`src/rtl/unpack_sp.sv`:
```
// Unpacks 32-bit source words holding two 16-bit samples into one extended sample per destination word.
// Optional feature: define UNPACK_SP_SIGN_EXT_EN to sign-extend samples (zero-extension otherwise).
module unpack_sp #(
    parameter int unsigned N_WORDS  = 64,
    parameter int unsigned SRC_BASE = 0,
    parameter int unsigned DST_BASE = 0
) (
    input  logic        Clock_50,
    input  logic        Reset,
    input  logic        start,
    output logic [6:0]  DP_RAM_address_X,
    input  logic [31:0] DP_RAM_read_data_X,
    output logic [6:0]  DP_RAM_address,
    output logic [31:0] DP_RAM_write_data,
    output logic        DP_RAM_we,
    output logic        busy,
    output logic        finish
);

    localparam int unsigned ADDR_W = 7;
    localparam int unsigned DATA_W = 32;
    localparam int unsigned SMPL_W = 16;
    localparam int unsigned CNT_W  = 7;

    localparam logic [ADDR_W-1:0] SRC_A = ADDR_W'(SRC_BASE);
    localparam logic [ADDR_W-1:0] DST_A = ADDR_W'(DST_BASE);
    localparam logic [CNT_W:0]    N_CMP = (CNT_W + 1)'(N_WORDS);

    typedef enum logic [2:0] {
        IDLE     = 3'd0,
        LEAD_IN  = 3'd1,
        WRITE_HI = 3'd2,
        WRITE_LO = 3'd3,
        DONE     = 3'd4
    } state_t;

    // Sample-to-word extension selected at build time.
    function automatic logic [DATA_W-1:0] ext(input logic [SMPL_W-1:0] s);
`ifdef UNPACK_SP_SIGN_EXT_EN
        ext = {{(DATA_W - SMPL_W){s[SMPL_W-1]}}, s};
`else
        ext = {{(DATA_W - SMPL_W){1'b0}}, s};
`endif
    endfunction

    state_t              state_q, state_d;
    logic [CNT_W-1:0]    k_q, k_d;
    logic                lead_q, lead_d;
    logic [SMPL_W-1:0]   lo_q, lo_d;
    logic [ADDR_W-1:0]   addr_x_q, addr_x_d;
    logic [ADDR_W-1:0]   addr_q, addr_d;
    logic [DATA_W-1:0]   wdata_q, wdata_d;
    logic                we_q, we_d;
    logic                busy_q, busy_d;
    logic                finish_q, finish_d;

    logic                enter_hi;
    logic [CNT_W-1:0]    k_nxt;

    // State and output registers; synchronous reset clears everything.
    always_ff @(posedge Clock_50) begin
        if (Reset) begin
            state_q  <= IDLE;
            k_q      <= '0;
            lead_q   <= 1'b0;
            lo_q     <= '0;
            addr_x_q <= '0;
            addr_q   <= '0;
            wdata_q  <= '0;
            we_q     <= 1'b0;
            busy_q   <= 1'b0;
            finish_q <= 1'b0;
        end else begin
            state_q  <= state_d;
            k_q      <= k_d;
            lead_q   <= lead_d;
            lo_q     <= lo_d;
            addr_x_q <= addr_x_d;
            addr_q   <= addr_d;
            wdata_q  <= wdata_d;
            we_q     <= we_d;
            busy_q   <= busy_d;
            finish_q <= finish_d;
        end
    end

    // Next-state and registered-output logic.
    always_comb begin
        state_d  = state_q;
        k_d      = k_q;
        lead_d   = lead_q;
        lo_d     = lo_q;
        addr_x_d = addr_x_q;
        addr_d   = addr_q;
        wdata_d  = wdata_q;
        we_d     = 1'b0;
        busy_d   = busy_q;
        finish_d = 1'b0;
        enter_hi = 1'b0;
        k_nxt    = k_q;

        case (state_q)
            IDLE: begin
                busy_d = 1'b0;
                if (start) begin
                    state_d  = LEAD_IN;
                    addr_x_d = SRC_A;
                    busy_d   = 1'b1;
                    lead_d   = 1'b0;
                    k_d      = '0;
                end
            end
            LEAD_IN: begin
                if (!lead_q) begin
                    lead_d = 1'b1;
                end else begin
                    enter_hi = 1'b1;
                    k_nxt    = '0;
                end
            end
            WRITE_HI: begin
                state_d = WRITE_LO;
                addr_d  = addr_q + ADDR_W'(1);
                wdata_d = ext(lo_q);
                we_d    = 1'b1;
            end
            WRITE_LO: begin
                if (({1'b0, k_q} + (CNT_W + 1)'(1)) < N_CMP) begin
                    enter_hi = 1'b1;
                    k_nxt    = k_q + CNT_W'(1);
                end else begin
                    state_d  = DONE;
                    finish_d = 1'b1;
                end
            end
            DONE: begin
                state_d = IDLE;
                busy_d  = 1'b0;
                lead_d  = 1'b0;
            end
            default: begin
                state_d = IDLE;
            end
        endcase

        // The high sample is written straight from the read port; only the low half needs holding.
        if (enter_hi) begin
            state_d = WRITE_HI;
            k_d     = k_nxt;
            lo_d    = DP_RAM_read_data_X[SMPL_W-1:0];
            addr_d  = DST_A + {k_nxt[CNT_W-2:0], 1'b0};
            wdata_d = ext(DP_RAM_read_data_X[DATA_W-1:SMPL_W]);
            we_d    = 1'b1;
            if (({1'b0, k_nxt} + (CNT_W + 1)'(2)) <= N_CMP) begin
                addr_x_d = SRC_A + k_nxt + ADDR_W'(1);
            end
        end
    end

    assign DP_RAM_address_X  = addr_x_q;
    assign DP_RAM_address    = addr_q;
    assign DP_RAM_write_data = wdata_q;
    assign DP_RAM_we         = we_q;
    assign busy              = busy_q;
    assign finish            = finish_q;

endmodule

```
`config.mk`:
```
export PLATFORM = sky130hd
export DESIGN_NAME = unpack_sp
export DESIGN_NICKNAME = d
export VERILOG_FILES = /design/src/rtl/unpack_sp.sv
export SDC_FILE = /design/constraint.sdc
export NUM_CORES = 1
export LEC_CHECK = 0
export CAP_MARGIN = 20
export CORE_MARGIN = 4
export CORE_UTILIZATION = 52
export CTS_CLUSTER_DIAMETER = 120
export DETAILED_ROUTE_END_ITERATION = 8
export PLACE_DENSITY = 0.85
export SLEW_MARGIN = 10
export SYNTH_ARGS = -nofsm -noshare
export SYNTH_HDL_FRONTEND = slang
export SYNTH_SLANG_ARGS = --single-unit
```
`constraint.sdc`:
```
create_clock -name Clock_50 -period 6.16 [get_ports Clock_50]
set_input_delay 0.924 -clock Clock_50 [delete_from_list [all_inputs] [get_ports Clock_50]]
set_output_delay 0.924 -clock Clock_50 [all_outputs]
set_load 0.005 [all_outputs]
```
### Word level (Yosys, flattened, before mapping)

Index checks and enable logic that the tools add are counted.
Widths: inputs -> output; s select.

* add/sub/neg operators: 5
* magnitude comparators: 2
* equality and inequality tests: 9
* mux-type cells: 28
* bitwise gates (word level): 2
* reductions and logical operators: 12

Operators with widths (count)
* $mux 7: 11
* $mux 16: 2
* $add 7x1->7 const B: 3
* $pmux 7 s2: 1
* $pmux 3 s4: 1
* $add 7x1->8 const B: 1
* $add 7x2->8 const B: 1
* $le 8x7->1 const B: 1
* $lt 8x7->1 const B: 1
* $reduce_bool 2->1: 4
* $mux 1: 7
* $eq 3x2->1 const B: 2
* $mux 3: 2
* $ne 2x2->1 const B: 3
* $ne 3x3->1 const B: 2
* $reduce_and 3->1: 2
* $pmux 1 s2: 2
* $reduce_and 2->1: 2
* $reduce_or 2->1: 2
* $eq 3x1->1 const B: 1
* $eq 3x3->1 const B: 1
* $logic_not 3->1: 1
* $pmux 1 s3: 1
* $reduce_bool 3->1: 1
* 2 further kinds: 3

* register bits: 60
* input port bits: 35
* output and inout port bits: 49
* logic and storage cells: 70

### Logic depth before layout (Yosys ltp)

* word-level depth: 8
* gate-level depth with buffers: 13
* gate-level depth less buffers: 12

### Worst setup path before layout

No wires, ideal clock.

* path type: reg-to-reg
* start: reg k_q[1]
* end: reg addr_x_q[0], in the netlist DP_RAM_address_X[0]
* library setup time: 0.065 ns
* data arrival time: 2.702 ns
* path slack: 3.393 ns
* cell stages (with the launch flop): 14
* buffers on the path: 1
* cell sequence: dfxtp_1 > ha_1 > and4_4 > buf_6 > a211oi_4 > o21ai_2 > a21oi_1 > ha_1 > nand3b_1 > nand2_1 > a21oi_2 > a41oi_4 > mux2_1 > nor2_1

* longest elaborated chain between the ends: 8
* elaborated cells between the ends (all ways): 13

Ends and longest elaborated chain
* start: declaration: line 47 `logic [CNT_W-1:0] k_q, k_d;`
* start signal: assignment: line 75 `k_q <= k_d;`
* $add 7x1->8: line 128 `if (({1'b0, k_q} + (CNT_W + 1)'(1)) < N_CMP) begin`
* $lt 8x7->1: line 128
* $mux 7: line 128
* $pmux 7 s2: line 102 `case (state_q)`
* $add 7x2->8: line 154 `if (({1'b0, k_nxt} + (CNT_W + 1)'(2)) <= N_CMP) begin`
* $le 8x7->1: line 154
* $mux 7: line 154
* $mux 7 (*): line 147 `if (enter_hi) begin`
* end signal: assignment: line 78 `addr_x_q <= addr_x_d;`
* end: declaration: line 50 `logic [ADDR_W-1:0] addr_x_q, addr_x_d;`

Mark *: on every way between the ends. The rest lies on a longest branch, timed or not.
A chain may end at the register's enable or synchronous reset.

### Final worst setup path

* start: reg k_q[0]
* end: reg addr_x_q[3], in the netlist DP_RAM_address_X[3]

Same word-level chain as after synthesis.

==> reports/metrics.csv <==
metric,value,unit
register area,1201,um^2
First DRT Iteration DRCs,219,
sequential fraction of the synthesis area,0.3902,
fin cells,486,
DRC violations left,0,
final setup vio count,0,
switching part of the total power,0.2460,
# nets final,450,
pwr/cell area,231.9,nW/um^2
antenna violations before repair,0,
Tightest Pin Transition,1070,ps
Crit-path slowest cell,dfxtp_1,
maximum vdd drop,0.2050,mV
Clk network pwr share,0.375,
Min-Delay Path Class,flip-flop to flip-flop,
"Hold-fix buffers, CTS",0,
post-synthesis register bit count,60,
crit-path max FO,11,
setup repair bufs after CTS,0,
CTS tree,built,
PortBufs,67,
die width,84.94,um
WHS,453.6,ps
Syn Area/Cell,8.622,um^2
Int Pwr,0.6748,mW
clk buf depth,2,
worst path bufs/invs,0,
asr flop ratio synth,0,
Synth warnings,0,
Initial Util,0.5489,
crit end category,flip-flop,
vias in the first global route,2596,
clock skew,3.957,ps
startpoint types,flip-flop,
root buf cell,clkbuf_8,
CTS H-tree lvls,3,
largest net degree at the start of global routing,63,
Clock Latency Late Sink,330,ps
status,"complete, no violations",
"Data required, critical path",6410,ps
Crit Path Class,flip-flop to flip-flop,
ratio of cells with drive above 1 in the final layout,0.07488,
multi-input logic area,1670,um^2
post-CTS sizing,0,
Final Hold Fails,0,
Final min period,3253,ps
CP max stage delay,490,ps
max cap viols,0,
core footprint,5608,um^2
combinational power share,0.148,
Post-Synthesis Cells,357,
Filler Cells Inserted,454,
"most used cell, CP",ha_1,
cell count after placement,470,
IO Pins,84,
Syn Std Cell Area,3078,um^2
WL per Instance,15.08,um
via count,2707,
clock sink total,60,
CTS buffer count,9,
max-slew violation count,0,
gp weighted congestion,0.8720,
ANT cells,0,
FMAX,307.4,MHz
crit share post-route,0.5281,
GR Overflow Total,0,
"EDFF count, synth",0,
GRT Overall Usage,0.2077,
flop2flop setup slack,2910,ps
crit-path cells,ha_1 > and4_4 > and4_1 > o21ai_2 > a21oi_1 > ha_1 > nand3b_1 > nand2_1 > a21oi_2 > a41oi_4 > mux2_1 > nor2_1,
Routed WL,7329,um
Yosys cell types,54,
# rows,27,
Die H,84.94,um
Post-synth top flop,dfxtp_1,
"Arr. time, crit path",3510,ps
setup TNS,0,ps
CP top delay family,simple AND/OR/NAND/NOR gates,
die area,7214,um^2
Slew Limit Headroom,0.2864,
sw power,0.2202,mW
Area Overhead vs Synth,25.41,%
RSZ-0062 raised after global routing,false,
DR pass1 iterations,4,
dpl hpwl,4931,um
vias per inst,5.570,
Leakage,1.350,nW
number of nets with antenna violations after routing,0,
global-route wire length before repair,12250,um
Clock Pin Slew Worst Setup and Hold Paths,60,ps
sequential share of power,0.477,
==> power by group through the flow <==
| stage | logic, mW | registers, mW | clock network (mW) |
|---|---|---|---|
| 2_1_floorplan | 0.0781 | 0.431 | 0 |
| 3_3_place_gp | 0.129 | 0.434 | 0 |
| 3_5_place_dp | 0.131 | 0.435 | 0 |
| 4_1_cts | 0.131 | 0.426 | 0.339 |
| 5_1_grt | 0.145 | 0.429 | 0.358 |
| 6_report | 0.133 | 0.427 | 0.336 |
==> kinds of logic after synthesis <==
group | synth area share
adder cells (fa/ha/maj) | 0.02033
multiplexers | 0.06666
AO/OA/AOI/OAI | 0.1935
AND/OR/NAND/NOR | 0.2134
other | 0.001218
XOR/XNOR | 0.02561
flip-flops | 0.3902
buffers and inverters | 0.08902
==> state kept, by name, indices dropped and copies added (netlist names) <==
register	flops
DP_RAM_write_data	16
lo_q	16
DP_RAM_address	7
DP_RAM_address_X	7
k_q	7
state_q	3
DP_RAM_we	1
busy	1
finish	1
lead_q	1
==> per-stage QoR <==
step	power [mW]	setup slack (ps)	utilization	area [um^2]
3_3_place_gp	0.5625	3082	0.6528	3661
6_report	0.8950	2907	0.6883	3860
5_1_grt	0.9326	2696	0.6883	3860
3_5_place_dp	0.5650	2940	0.6528	3661
2_1_floorplan	0.5087	3393	-	3134
4_1_cts	0.8971	2935	0.6856	3845
==> placed cells by master, fill, tap and decap left out, drive strengths merged, types with 2 or more instances in the layout <==
cell,instances
inv,5
xor2,2
nand2b,6
nand3,11
a211o,2
o2111ai,2
nor2,30
nand3b,6
o22ai,2
a31oi,6
buf,4
and4b,2
a211oi,21
xnor2,7
mux2,4
o21ai,7
nand2,49
ha,5
a21oi,35
conb,16
nor3b,3
and4,5
mux2i,16
clkdlybuf4s50,66
a41oi,2
dfxtp,60
nor3,6
nor4,3
o211ai,3
o211a,2
clkbuf,13
==> worst reg2reg max path: cells and delay by family (launching register included) <==
kind / cells / cell delay (ps)
and+or+nand+nor: 5 / 990
AOI/OAI and AO/OA: 4 / 790
adders and majority gates: 2 / 550
DFF: 1 / 490
muxes: 1 / 360
==> layout make-up <==
class                   count  area share
clock buffers              13     0.03857
clock inverters             2    0.009076
inverters                   5    0.004862
multi-input cells         264      0.4327
flip-flops and latches     60      0.3112
well taps                  72     0.02334
repair buffers             70      0.1802
==> layer usage <==
layer	wire [um]	track usage	vias up
li1	-	-	1339
met1	3136	0.2621	1256
met2	3476	0.3352	98
met3	597	0.06019	14
met4	119	0.08058	0
met5	0	0	-
==> worst paths after layout <==
kind | startpoint | endpoint | cells past startpoint
hold / removal | lo_q[13] | lo_q[13] | 2
hold reg to reg | lo_q[13] | lo_q[13] | 2
setup reg to reg | k_q[0] | DP_RAM_address_X[3] | 12
setup / recovery | k_q[0] | DP_RAM_address_X[3] | 12
==> cells in the mapped netlist (2+ instances only) <==
master / number / share of area
a211o_1: 2 / 0.0057
a211oi_1: 19 / 0.046
a21oi_1: 34 / 0.055
a31oi_1: 5 / 0.010
and4_1: 4 / 0.011
and4b_1: 2 / 0.0065
buf_2: 9 / 0.015
buf_4: 16 / 0.039
buf_6: 3 / 0.011
clkbuf_1: 15 / 0.018
dfxtp_1: 60 / 0.39
ha_1: 5 / 0.020
inv_1: 5 / 0.0061
mux2_1: 3 / 0.011
mux2i_1: 16 / 0.052
nand2_1: 49 / 0.060
nand2b_1: 6 / 0.012
nand3_1: 11 / 0.018
nand3b_1: 5 / 0.012
nor2_1: 29 / 0.035
nor3_1: 4 / 0.0065
nor3_2: 2 / 0.0065
nor3b_1: 3 / 0.0073
nor4_1: 3 / 0.0061
o2111ai_1: 2 / 0.0057
o211a_1: 2 / 0.0065
o211ai_1: 3 / 0.0073
o21ai_0: 6 / 0.0098
o22ai_1: 2 / 0.0041
xnor2_1: 7 / 0.020
xor2_1: 2 / 0.0057
Note: power is estimated with default switching activity, not from simulation.
